## config.mk

```make
export PLATFORM = sky130hd
export DESIGN_NAME = led_matrix_scan_driver
export DESIGN_NICKNAME = d
export VERILOG_FILES = /design/src/rtl/led_matrix_scan_driver.sv
export SDC_FILE = /design/constraint.sdc
export NUM_CORES = 1
export LEC_CHECK = 0
export BUFFER_PORTS_ARGS = -buffer_cell sky130_fd_sc_hd__buf_4
export CORE_MARGIN = 1.5
export CORE_UTILIZATION = 55
export DETAILED_ROUTE_END_ITERATION = 7
export PLACE_DENSITY = 0.71
export SYNTH_ARGS = -nofsm -noshare
export SYNTH_HDL_FRONTEND = slang
export SYNTH_SLANG_ARGS = --single-unit
```

## constraint.sdc

```tcl
create_clock -name CLK1_50 -period 4 [get_ports CLK1_50]
set_input_delay 0.8 -clock CLK1_50 [delete_from_list [all_inputs] [get_ports CLK1_50]]
set_output_delay 0.8 -clock CLK1_50 [all_outputs]
set_load 0.005 [all_outputs]
```

## src/rtl/led_matrix_scan_driver.sv

```systemverilog
`default_nettype none
// ============================================================================
//  Module   : led_matrix_scan_driver
//  Purpose  : Row-scanning driver for an LED matrix fed by two daisy-chained
//             74HC595-style chains (column data + row select). Double-buffered
//             frame store; swaps take effect at the frame boundary.
//  Revision : 1.0  initial release
// ============================================================================
module led_matrix_scan_driver #(
  parameter int ROWS           = 16,
  parameter int COLS           = 16,
  parameter int TICK_DIV       = 25,
  parameter int DWELL_TICKS    = 1000,
  parameter bit ROW_ACTIVE_LOW = 1'b0,
  parameter bit COL_ACTIVE_LOW = 1'b0,
  localparam int ROW_W = (ROWS > 1) ? $clog2(ROWS) : 1
) (
  input  logic             CLK1_50,
  input  logic             CLR,
  input  logic             enable,
  input  logic             wr_en,
  input  logic [ROW_W-1:0] wr_row,
  input  logic [COLS-1:0]  wr_data,
  input  logic             swap_req,
  output logic             swap_pending,
  output logic             SRCLK,
  output logic             RCLK,
  output logic             SER_COL,
  output logic             SER_ROW,
  output logic             OE_N,
  output logic [ROW_W-1:0] row_idx,
  output logic             frame_done
);

  // Both chains are clocked together, so the shift length is the longer one.
  localparam int L     = (ROWS > COLS) ? ROWS : COLS;
  localparam int BIT_W = (L > 1) ? $clog2(L) : 1;
  localparam int DIV_W = (TICK_DIV > 1) ? $clog2(TICK_DIV) : 1;
  localparam int DW_W  = (DWELL_TICKS > 1) ? $clog2(DWELL_TICKS) : 1;

  typedef enum logic [2:0] {
    S_IDLE     = 3'd0,
    S_BLANK    = 3'd1,
    S_SHIFT_LO = 3'd2,
    S_SHIFT_HI = 3'd3,
    S_LATCH    = 3'd4,
    S_DWELL    = 3'd5
  } state_t;

  state_t           state_q;
  logic [DIV_W-1:0] div_q;
  logic [BIT_W-1:0] bit_q;
  logic [DW_W-1:0]  dwell_q;
  logic [ROW_W-1:0] row_q;
  logic [COLS-1:0]  col_word_q;
  logic             front_sel_q;
  logic             swap_pending_q;
  logic             srclk_q;
  logic             rclk_q;
  logic             ser_col_q;
  logic             ser_row_q;
  logic             oe_n_q;
  logic             frame_done_q;

  // front_sel_q = 0: buffer 0 is scanned, buffer 1 takes writes.
  logic [COLS-1:0]  buf0_q [ROWS];
  logic [COLS-1:0]  buf1_q [ROWS];

  logic             w_tick;
  logic [COLS-1:0]  w_front_row;
  logic [ROWS-1:0]  w_onehot;
  logic [L-1:0]     w_col_pad_new;
  logic [L-1:0]     w_col_pad;
  logic [L-1:0]     w_row_pad;
  logic [BIT_W-1:0] w_bit_nxt;
  logic             w_wr_ok;

  assign w_tick      = (div_q == DIV_W'(TICK_DIV - 1));
  assign w_front_row = front_sel_q ? buf1_q[row_q] : buf0_q[row_q];
  assign w_onehot    = ROWS'(1) << row_q;
  // Zero-extension after inversion keeps the leading pad bits at 0.
  assign w_col_pad_new = L'(w_front_row ^ {COLS{COL_ACTIVE_LOW}});
  assign w_col_pad     = L'(col_word_q  ^ {COLS{COL_ACTIVE_LOW}});
  assign w_row_pad     = L'(w_onehot    ^ {ROWS{ROW_ACTIVE_LOW}});
  assign w_bit_nxt     = bit_q - BIT_W'(1);
  assign w_wr_ok       = wr_en && (int'(wr_row) < ROWS);

  // Free-running tick divider.
  always_ff @(posedge CLK1_50) begin
    if (CLR) begin
      div_q <= '0;
    end else if (w_tick) begin
      div_q <= '0;
    end else begin
      div_q <= div_q + DIV_W'(1);
    end
  end

  // Back-buffer writes; the back buffer is whichever one is not being scanned.
  always_ff @(posedge CLK1_50) begin
    if (CLR) begin
      for (int r = 0; r < ROWS; r++) begin
        buf0_q[r] <= '0;
        buf1_q[r] <= '0;
      end
    end else if (w_wr_ok) begin
      if (front_sel_q) begin
        buf0_q[wr_row] <= wr_data;
      end else begin
        buf1_q[wr_row] <= wr_data;
      end
    end
  end

  // Scan FSM with registered chain outputs; advances only on tick cycles.
  always_ff @(posedge CLK1_50) begin
    if (CLR) begin
      state_q        <= S_IDLE;
      bit_q          <= '0;
      dwell_q        <= '0;
      row_q          <= '0;
      col_word_q     <= '0;
      front_sel_q    <= 1'b0;
      swap_pending_q <= 1'b0;
      srclk_q        <= 1'b0;
      rclk_q         <= 1'b0;
      ser_col_q      <= 1'b0;
      ser_row_q      <= 1'b0;
      oe_n_q         <= 1'b1;
      frame_done_q   <= 1'b0;
    end else begin
      frame_done_q <= 1'b0;
      if (swap_req) begin
        swap_pending_q <= 1'b1;
      end
      if (w_tick) begin
        unique case (state_q)
          S_IDLE: begin
            oe_n_q <= 1'b1;
            if (enable) begin
              state_q <= S_BLANK;
            end
          end
          S_BLANK: begin
            // Snapshot the row here so a swap or write cannot tear it mid-shift.
            col_word_q <= w_front_row;
            bit_q      <= BIT_W'(L - 1);
            srclk_q    <= 1'b0;
            ser_col_q  <= w_col_pad_new[L-1];
            ser_row_q  <= w_row_pad[L-1];
            state_q    <= S_SHIFT_LO;
          end
          S_SHIFT_LO: begin
            srclk_q <= 1'b1;
            state_q <= S_SHIFT_HI;
          end
          S_SHIFT_HI: begin
            srclk_q <= 1'b0;
            if (bit_q == '0) begin
              rclk_q  <= 1'b1;
              state_q <= S_LATCH;
            end else begin
              bit_q     <= w_bit_nxt;
              ser_col_q <= w_col_pad[w_bit_nxt];
              ser_row_q <= w_row_pad[w_bit_nxt];
              state_q   <= S_SHIFT_LO;
            end
          end
          S_LATCH: begin
            rclk_q  <= 1'b0;
            oe_n_q  <= 1'b0;
            dwell_q <= '0;
            state_q <= S_DWELL;
          end
          S_DWELL: begin
            if (dwell_q == DW_W'(DWELL_TICKS - 1)) begin
              oe_n_q  <= 1'b1;
              state_q <= enable ? S_BLANK : S_IDLE;
              if (row_q == ROW_W'(ROWS - 1)) begin
                row_q        <= '0;
                frame_done_q <= 1'b1;
                if (swap_pending_q) begin
                  front_sel_q    <= ~front_sel_q;
                  swap_pending_q <= 1'b0;
                end
              end else begin
                row_q <= row_q + ROW_W'(1);
              end
            end else begin
              dwell_q <= dwell_q + DW_W'(1);
            end
          end
          default: begin
            oe_n_q  <= 1'b1;
            state_q <= S_IDLE;
          end
        endcase
      end
    end
  end

  assign swap_pending = swap_pending_q;
  assign SRCLK        = srclk_q;
  assign RCLK         = rclk_q;
  assign SER_COL      = ser_col_q;
  assign SER_ROW      = ser_row_q;
  assign OE_N         = oe_n_q;
  assign row_idx      = row_q;
  assign frame_done   = frame_done_q;

endmodule
`default_nettype wire

```

==> results_tabular.tex <==
\begin{tabular}{lr}
\hline
Metric & Value \\
\hline
\multicolumn{2}{l}{\textbf{Placement}} \\
Global placer's final weighted congestion & 0.835 \\
Cell Area, Placed & between 20000 and 30000 µm² \\
DPL Wire Length & 38.7 mm \\
Number of input and output port buffers inserted & 35 \\
\multicolumn{2}{l}{\textbf{Run}} \\
Maximum capacitance violations & 0 \\
\multicolumn{2}{l}{\textbf{Yosys}} \\
Number of enable-type register cells in the synthesized netlist & between 500 and 600 \\
Top area cells in the synthesized netlist & edfxtp\_1 (59\%), and2\_1 (12\%), mux4\_2 (11\%) \\
Net count of the mapped netlist & 1799 \\
Flip-flop and latch count after synthesis & 566 \\
Library cell with the highest instance count after synthesis & and2\_1 \\
Number of unique standard cell types used by synthesis & 50 \\
Share of flip-flops with an asynchronous set or reset & 0\% \\
Portion of synthesized cell area occupied by the leading cell type & 59.4\% \\
Post-synthesis sequential area ratio & $\sim$64\% \\
Combined area of all synthesized cells & approximately 26000 µm² \\
Synth area leader & edfxtp\_1 \\
Mapped Cells & $\sim$1.8k \\
Synth cell count leaders & and2\_1 (514), edfxtp\_1 (512), mux4\_2 (132) \\
Main flop type after synthesis & edfxtp\_1 \\
Number of warnings printed during yosys synthesis & 0 \\
Average footprint of a synthesized cell & between 10 and 15 µm² \\
\multicolumn{2}{l}{\textbf{STA}} \\
Max-Slew Margin vs Limit & around a third \\
Hold WS & between 400 and 500 ps \\
Total count of hold-check failures in the final report & 0 \\
Fmax & about 360 MHz \\
Least-Margin Pin Slew & between 900 and 1000 ps \\
Setup violations, final & 0 \\
Aggregate negative setup slack & 0 ps \\
Unrepaired setup endpoints after global routing & false \\
Final Slew Violations & 0 \\
Post-route fraction of the period consumed by the critical path & 70.4\% \\
Maximum clock skew at final layout & between 7 and 8 ps \\
Min cycle time layout & around 2800 ps \\
\multicolumn{2}{l}{\textbf{Hold path}} \\
Type of the tightest min-delay check & in2reg \\
\multicolumn{2}{l}{\textbf{Layout}} \\
Final cell area excluding filler cells & 28500 µm² \\
Antenna fix cells & 0 \\
Count of filler cells inserted in the layout & approximately 3.5k \\
Area overhead of the layout relative to synthesis & 10.0\% \\
Finished Core Util & between 60 and 70\% \\
Layout cells sized above 1 & roughly a fifth \\
Final net count & approximately 1.8k \\
\multicolumn{2}{l}{\textbf{Worst setup path}} \\
R2R setup slack & about 1200 ps \\
Crit-path leading delay family & multiplexers \\
Largest incremental delay on the critical path & between 700 and 800 ps \\
Startpoint type of the worst setup path & flip-flop \\
Cell-by-cell trace of the critical path & mux4\_1, mux4\_2, mux2\_2, a211oi\_1, nor3\_1 \\
Capture instance of the worst register-to-register path & SER\_COL \\
Maximum net fanout on the critical path & between 40 and 50 \\
Crit. End Element & flip-flop \\
Cell type of the slowest stage on the worst timing path & dfxtp\_4 \\
Cell depth of the worst setup path & 5 \\
Data required time of the worst path & 4480 ps \\
Type of the setup path with the least slack & reg2reg \\
Critical Path Sink & SER\_COL \\
Number of cells traversed by the worst register-to-register path & 5 \\
CP Buf/Inv Count & 0 \\
Arrival time of data at the critical path endpoint & roughly 3300 ps \\
\multicolumn{2}{l}{\textbf{GRT}} \\
Pin count of the biggest net entering global routing & just under 50 \\
GRT overflow & 0 \\
Number of global-route vias before repair & about 14k \\
Number of antenna violations at the first check in global routing & 1 \\
Global-route wire length before repair & around 93 mm \\
All-Layer GR Usage & roughly 27\% \\
\multicolumn{2}{l}{\textbf{CTS}} \\
Cts hold-fix bufs & 0 \\
Post-CTS Setup Inserts & 0 \\
Clock latency at the later pin of the worst-skew pair & 610 ps \\
Number of buffers added by the clock tree synthesis step & 57 \\
H-Tree Level Count & 2 \\
Reg clk slew, reported paths & $\sim$60 ps \\
Root Buffer Master & clkbuf\_16 \\
Number of cells upsized or downsized after cts & 0 \\
CTS max path bufs & 3 \\
TritonCTS clock tree & yes \\
Clock Sink Count & approximately 570 \\
\multicolumn{2}{l}{\textbf{Status}} \\
Result of the run & finished, final reports clean \\
\multicolumn{2}{l}{\textbf{Detailed routing}} \\
Number of vias per cell & 6.02 \\
Detailed Route Iter0 Violations & between 1.5k and 2k \\
Length of the first detailed-routing pass in iterations & 5 \\
Routed wire per std cell & approximately 26 µm \\
Count of antenna-violating nets left after detailed routing & 0 \\
Total wirelength of the detailed-routed design & 63.1 mm \\
Total vias in the final route & around 15k \\
Count of unresolved DRC violations after routing & 0 \\
\multicolumn{2}{l}{\textbf{Die}} \\
Placeable core region & between 40000 and 50000 µm² \\
Die span in x & $\sim$220 µm \\
Vert. Die Dim & 220 µm \\
I/O pin count & 36 \\
Initial core utilization & between 50\% and 60\% \\
Die Area & around 48000 µm² \\
Core Rows & around 80 \\
\multicolumn{2}{l}{\textbf{Power}} \\
Cell Pwr Density & 430 nW/µm² \\
Maximum ir drop on the vdd rail & 347 µV \\
Standby leakage power & $\sim$10 nW \\
\hline
\end{tabular}
==> logic make-up after synthesis <==
kind of cell               after synthesis  synth area share [%]
and+or+nand+nor                        741                  16.8
DFF                                    566                  63.6
muxes                                  189                  14.0
buffers and inverters                  152                  2.35
AOI/OAI and AO/OA                       92                  2.30
xor gates and xnor gates                14                 0.474
adders and majority gates               10                 0.483
==> worst min-delay path by stage <==
stage                        start             end  depth (start not counted)  slack (ps)
floorplan           col_word_q[13]  col_word_q[13]                          2         410
global placement     col_word_q[3]   col_word_q[3]                          2         430
detailed placement  col_word_q[13]  col_word_q[13]                          2         430
CTS                       swap_req    swap_pending                          3         420
global route              swap_req    swap_pending                          3         450
finish                    swap_req    swap_pending                          3         430
==> cells in the final DEF, fill, tap and decap left out, types with 4 or more instances in the layout <==
cell type	count
o21ai_0	7
xor2_1	10
clkinv_1	17
inv_1	9
clkinv_2	11
nor3_1	15
o31ai_1	15
nand2_1	33
and3_1	5
mux2_2	30
nor2_1	84
and2_1	514
mux2i_1	24
buf_4	82
edfxtp_1	512
xnor2_1	4
dfxtp_1	51
a211oi_1	16
nor2b_1	16
o22ai_1	15
mux4_2	132
clkbuf_16	59
nand2b_1	9
a21oi_1	26
ha_1	10
nand3b_1	5
or2_2	34
clkbuf_1	14
nand4_1	5
nand3_1	8
==> power by group <==
part / total [mW] / switching, mW / internal, mW
sequential: 6.70 / 0.0722 / 6.63
combinational: 0.465 / 0.331 / 0.134
clock: 5.08 / 2.23 / 2.85
==> routing by layer <==
layer / track usage (%) / wire [µm] / part of all wire (%) / vias up
li1: - / - / - / 6422
met1: 37.5 / 26100 / 41 / 7420
met2: 41.6 / 29700 / 47 / 596
met3: 5.95 / 5130 / 8.1 / 112
met4: 10.0 / 2150 / 3.4 / 0
met5: 0 / 0 / 0 / -
==> state kept, by name, indices dropped and copies added (netlist names), 3 cells and up, named ones only <==
signal,flops
buf0_q,256
buf1_q,256
col_word_q,16
dwell_q,10
div_q,5
bit_q,4
row_idx,4
state_q,3
==> per-stage QoR <==
| stage | power (mW) | std cells | worst slack, ps |
|---|---|---|---|
| 2_1_floorplan | 7.05 | 1764 | 1590 |
| 3_3_place_gp | 7.28 | 2311 | 1200 |
| 3_5_place_dp | 7.29 | 2311 | 1210 |
| 4_1_cts | 12.3 | 2418 | 1220 |
| 5_1_grt | 12.6 | 2418 | 1060 |
| 6_report | 12.3 | 2418 | 1180 |
==> final cells by class <==
type                            count  area, µm²  area share, %
Clock inverter                     32        195          0.685
Sequential cell                   566      16500           57.8
Inverter                            9       33.8          0.119
Tap cell                          607        759           2.67
Clock buffer                       75       1560           5.47
Timing Repair Buffer               83        636           2.23
Multi-Input combinational cell   1046       8830           31.0
==> tightest hold or removal path, stage by stage <==
cell and delay [ps]:
buf_4 70, o21ai_0 60, nor2_1 70
(Power assumes the default switching activity.)
